### config.mk
export PLATFORM = sky130hd
export DESIGN_NAME = rx_comma_sync_ctrl
export DESIGN_NICKNAME = d
export VERILOG_FILES = /design/src/rtl/rx_comma_sync_ctrl.sv
export SDC_FILE = /design/constraint.sdc
export NUM_CORES = 1
export LEC_CHECK = 0
export BUFFER_PORTS_ARGS = -buffer_cell sky130_fd_sc_hd__buf_2
export CORE_ASPECT_RATIO = 1.25
export CORE_MARGIN = 5
export CORE_UTILIZATION = 50
export DETAILED_ROUTE_END_ITERATION = 10
export PLACE_DENSITY = 0.8
export SYNTH_ARGS = -nofsm -noshare
export SYNTH_HDL_FRONTEND = slang
export SYNTH_SLANG_ARGS = --single-unit
### constraint.sdc
create_clock -name clk32f -period 1.8 [get_ports clk32f]
set_input_delay 0.18 -clock clk32f [delete_from_list [all_inputs] [get_ports clk32f]]
set_output_delay 0.18 -clock clk32f [all_outputs]
set_load 0.01 [all_outputs]
### src/rtl/rx_comma_sync_ctrl.sv
// Serial receive controller: deserialises the bit stream, aligns on the comma symbol and
// delivers aligned payload bytes once the link has seen enough consecutive aligned commas.
module rx_comma_sync_ctrl #(
    parameter logic [7:0]  COMMA      = 8'hBC,
    parameter int unsigned COMMA_LOCK = 4
) (
    input  logic       clk32f,
    input  logic       reset,
    input  logic       in_rx_tx,
    input  logic       realign,
    output logic [7:0] data_out,
    output logic       valid_out,
    output logic       active,
    output logic       comma_det
);

    typedef enum logic [1:0] {StSearch, StAlign, StActive} state_e;

    localparam logic [3:0] LockCnt = 4'(COMMA_LOCK);

    state_e     state_q, state_d;
    // Only the seven most recent bits are needed to form the candidate word with the new bit.
    logic [6:0] sr_q;
    logic [2:0] bit_cnt_q, bit_cnt_d;
    logic [3:0] comma_cnt_q, comma_cnt_d;
    logic [7:0] data_q, data_d;
    logic       valid_q, valid_d;
    logic       comma_det_q, comma_det_d;

    logic [7:0] word;
    logic       is_comma;
    logic       boundary;

    assign word     = {sr_q, in_rx_tx};
    assign is_comma = (word == COMMA);
    assign boundary = (bit_cnt_q == 3'd7);

    always_comb begin
        state_d     = state_q;
        bit_cnt_d   = bit_cnt_q + 3'd1;
        comma_cnt_d = comma_cnt_q;
        data_d      = data_q;
        valid_d     = valid_q;
        comma_det_d = 1'b0;

        if (realign) begin
            state_d     = StSearch;
            bit_cnt_d   = 3'd0;
            comma_cnt_d = 4'd0;
            valid_d     = 1'b0;
        end else begin
            case (state_q)
                StSearch: begin
                    bit_cnt_d = 3'd0;
                    valid_d   = 1'b0;
                    if (is_comma) begin
                        state_d     = StAlign;
                        comma_cnt_d = 4'd1;
                        comma_det_d = 1'b1;
                    end
                end
                StAlign: begin
                    if (boundary) begin
                        if (is_comma) begin
                            comma_det_d = 1'b1;
                            data_d      = word;
                            if (comma_cnt_q < LockCnt) begin
                                comma_cnt_d = comma_cnt_q + 4'd1;
                            end
                            if (comma_cnt_q + 4'd1 == LockCnt) begin
                                state_d = StActive;
                            end
                        end else begin
                            state_d     = StSearch;
                            comma_cnt_d = 4'd0;
                            bit_cnt_d   = 3'd0;
                        end
                    end
                end
                StActive: begin
                    // Alignment is frozen here; off-boundary commas are ordinary data bits.
                    if (boundary) begin
                        data_d      = word;
                        valid_d     = !is_comma;
                        comma_det_d = is_comma;
                    end
                end
                default: begin
                    state_d = StSearch;
                end
            endcase
        end
    end

    always_ff @(posedge clk32f or posedge reset) begin
        if (reset) begin
            state_q     <= StSearch;
            sr_q        <= 7'd0;
            bit_cnt_q   <= 3'd0;
            comma_cnt_q <= 4'd0;
            data_q      <= 8'd0;
            valid_q     <= 1'b0;
            comma_det_q <= 1'b0;
        end else begin
            state_q     <= state_d;
            sr_q        <= word[6:0];
            bit_cnt_q   <= bit_cnt_d;
            comma_cnt_q <= comma_cnt_d;
            data_q      <= data_d;
            valid_q     <= valid_d;
            comma_det_q <= comma_det_d;
        end
    end

    assign data_out  = data_q;
    assign valid_out = valid_q;
    assign active    = (state_q == StActive);
    assign comma_det = comma_det_q;

endmodule
==> metrics <==
WS Path Type flip-flop to flip-flop; post-synthesis cell count 100; Worst Tran Pin Value 0.3194 ns; asr flop ratio synth 100.0%; internal reg-to-reg setup slack between 0.02 and 0.03 ns; Final Cycle Share 98.39%; Hold Fails Final Rpt 0; top_reg_cell synth dfrtp_1; Ant. Diodes 0; clk_lat worst skew just over 0.3 ns; Cell Area, Placed 1455 um2; HPWL after DPL between 1500 and 2000 um; final setup vio count 0; CTS Sinks 26; CP cell instances ha_2 > ha_4 > inv_2 > a21oi_2 > a21oi_2 > nor3b_4 > buf_12 > mux2_4; Max FO, Critical Path 8; Distinct cells, synth 34; number of global-route vias before repair 964; RSZ-0062 raised after global routing yes; r2r startpoint bit_cnt_q[0]; Setup crit end kind flip-flop; CTS max path bufs 2; GP Congestion 0.8444; drt drc 0; Clk pwr share 20.8%; R2R cell count 8; nets 148; LEAKAGE 0.0007550 uW; ANT nets after route 0; Ports 15; CP Launch Type flip-flop; TritonCTS clock tree built; Slowest cell on crit path dfrtp_1; synthesized area 1225 um2; share of cells above drive strength 1 41.79%; buffers plus inverters on the worst setup path 2; Core Box Area 2402 um2; DIE AREA 3546 um2; Clock Skew 0.004287 ns; largest net degree at the start of global routing 27; final WL around 2400 um; Worst Path Arrival 1.98 ns; Port-buffer cells 14; number of CTS-inserted buffers 3; Logic pwr share 26.8%; TritonRoute pass-1 iters 4; drt via density 5.144; CP peak stage delay 0.38 ns; Post-synth EDFFs 0; NetSw 369.5 uW; initial core utilization between 50 and 60%; r2r endpoint data_out[2]; post-route cell area ~1600 um2; final setup margin 0.02890 ns; required time of the critical path 2.01 ns; flops & latches, synth 26; maximum capacitance violations 0; Seq pwr share 52.3%; syn nets 113; Slew Limit Fails 0; post-layout minimum cycle time 1.771 ns; register area share after synthesis 53.12%; status completed; most common cell after layout, fill and taps aside dfrtp_1; worst rel slew slack 78.71%; HP Class primary input to flip-flop; Most common cell on crit path a21oi_2; WL per Instance 14.31 um; Tot Pwr 1373 uW; grt ovf 0; Switching Share roughly 27%; Avg Cell Area, Syn 12.25 um2; pre-CTS setup slack -0.04338 ns; delay-heaviest family, CP flip-flops; # fillers 195; die width 54.27 um; Area Overhead vs Synth 29.52%; Yosys warnings 0; initial DRC count 6; first-pass GRT wire length between 4000 and 5000 um; Clock transition at path regs around 0.13 ns; setup TNS 0 ns; initial antenna violation count 0; worst ir drop on vdd between 700 and 800 uV; Hold Path Depth 2; Cell Int Power 1003 uW; max frequency between 500 and 600 MHz; power per cell area 865.2 nW/um2; Die Height 65.34 um; H-tree levels 1; most frequent cells in the layout dfrtp_1 (26), buf_4 (15), buf_2 (14); final core occ 66.04%; Rows 20; Hold Path Origin in_rx_tx; Hold Path Sink data_out[0]; clock root cell clkbuf_4; Total GRT Usage 16.19%; via count between 800 and 900
-- synthesized netlist by cell type, types with 2 or more instances --
master	n	area, um2
nand4bb_1	2	22.52
inv_1	6	22.52
nand2b_1	4	25.02
ha_1	9	112.6
a31oi_1	3	18.77
nor3b_1	2	15.01
mux2i_1	3	30.03
o21ai_0	2	10.01
clkbuf_1	2	7.510
nand2_1	2	7.510
dfrtp_1	26	650.6
a21oi_1	3	15.01
mux2_2	8	90.09
nor2_1	8	30.03
-- worst reg2reg max path, cell delays in order, from the launching register on --
cell,delay (ns)
dfrtp_1,0.38
ha_2,0.19
ha_4,0.16
inv_2,0.05
a21oi_2,0.13
a21oi_2,0.06
nor3b_4,0.23
buf_12,0.17
mux2_4,0.30
-- flip-flops by register name (all words and copies together), names as in the netlist --
register and cells:
bit_cnt_q 3, comma_cnt_q 4, comma_det 1, data_out 8
sr_q 7, state_q 2, valid_out 1
-- kinds of logic after synthesis --
group                      count (synthesis)  share of synthesized area [%]
AOI/OAI and AO/OA                         18                          10.42
xor gates and xnor gates                   1                         0.7151
adders and majority gates                  9                          9.193
buffers and inverters                      8                          2.452
DFF                                       26                          53.12
muxes                                     11                          9.806
and+or+nand+nor                           27                          14.30
-- what timing repair did --
item,4_1_cts,5_1_grt
setup endpoints to repair,8,13
buffers inserted,1,1
endpoints found under the hold margin,27,0
resized for setup,4,11
hold buffers,2,0
pin swaps,4,4
-- through the flow --
| step | hold WS [ns] | instances |
|---|---|---|
| after detailed placement | 0.2468 | 159 |
| after global routing | 0.1267 | 167 |
| after global placement | 0.2358 | 159 |
| after floorplan | 0.2114 | 100 |
| after CTS | 0.1194 | 166 |
| final | 0.1391 | 167 |
-- power groups by stage --
stage / registers (uW) / clock network, uW / logic (uW)
final: 718 / 286 / 368
after global routing: 732 / 329 / 402
after CTS: 713 / 296 / 324
after detailed placement: 722 / 0 / 314
after global placement: 720 / 0 / 304
after floorplan: 756 / 0 / 147
-- worst max-delay path by stage --
stage	start	to	slack (ns)	depth (start not counted)
CTS	bit_cnt_q[0]	data_out[3]	0.002	8
global placement	bit_cnt_q[0]	data_out[0]	0.03	8
global route	bit_cnt_q[0]	data_out[2]	-0.05	8
detailed placement	bit_cnt_q[0]	data_out[7]	-0.04	8
finish	bit_cnt_q[0]	data_out[2]	0.03	8
floorplan	state_q[1]	data_out[0]	0.008	7
-- layer usage --
metal	up-vias	GRT usage, %	wire, um
met4	0	6.542	55
met5	-	0	0
li1	426	-	-
met1	412	20.65	997
met3	6	2.948	65
met2	15	26.35	1272
-- cell type report --
class / instances / area [um2] / share of cell area (%)
repair buffers: 32 / 222.7 / 14.04
clock buffers: 4 / 36.28 / 2.287
inverters: 6 / 22.52 / 1.420
flip-flops and latches: 26 / 650.6 / 41.01
well taps: 33 / 41.29 / 2.603
multi-input cells: 66 / 613.1 / 38.64
Note: power is estimated with default switching activity, not from simulation.
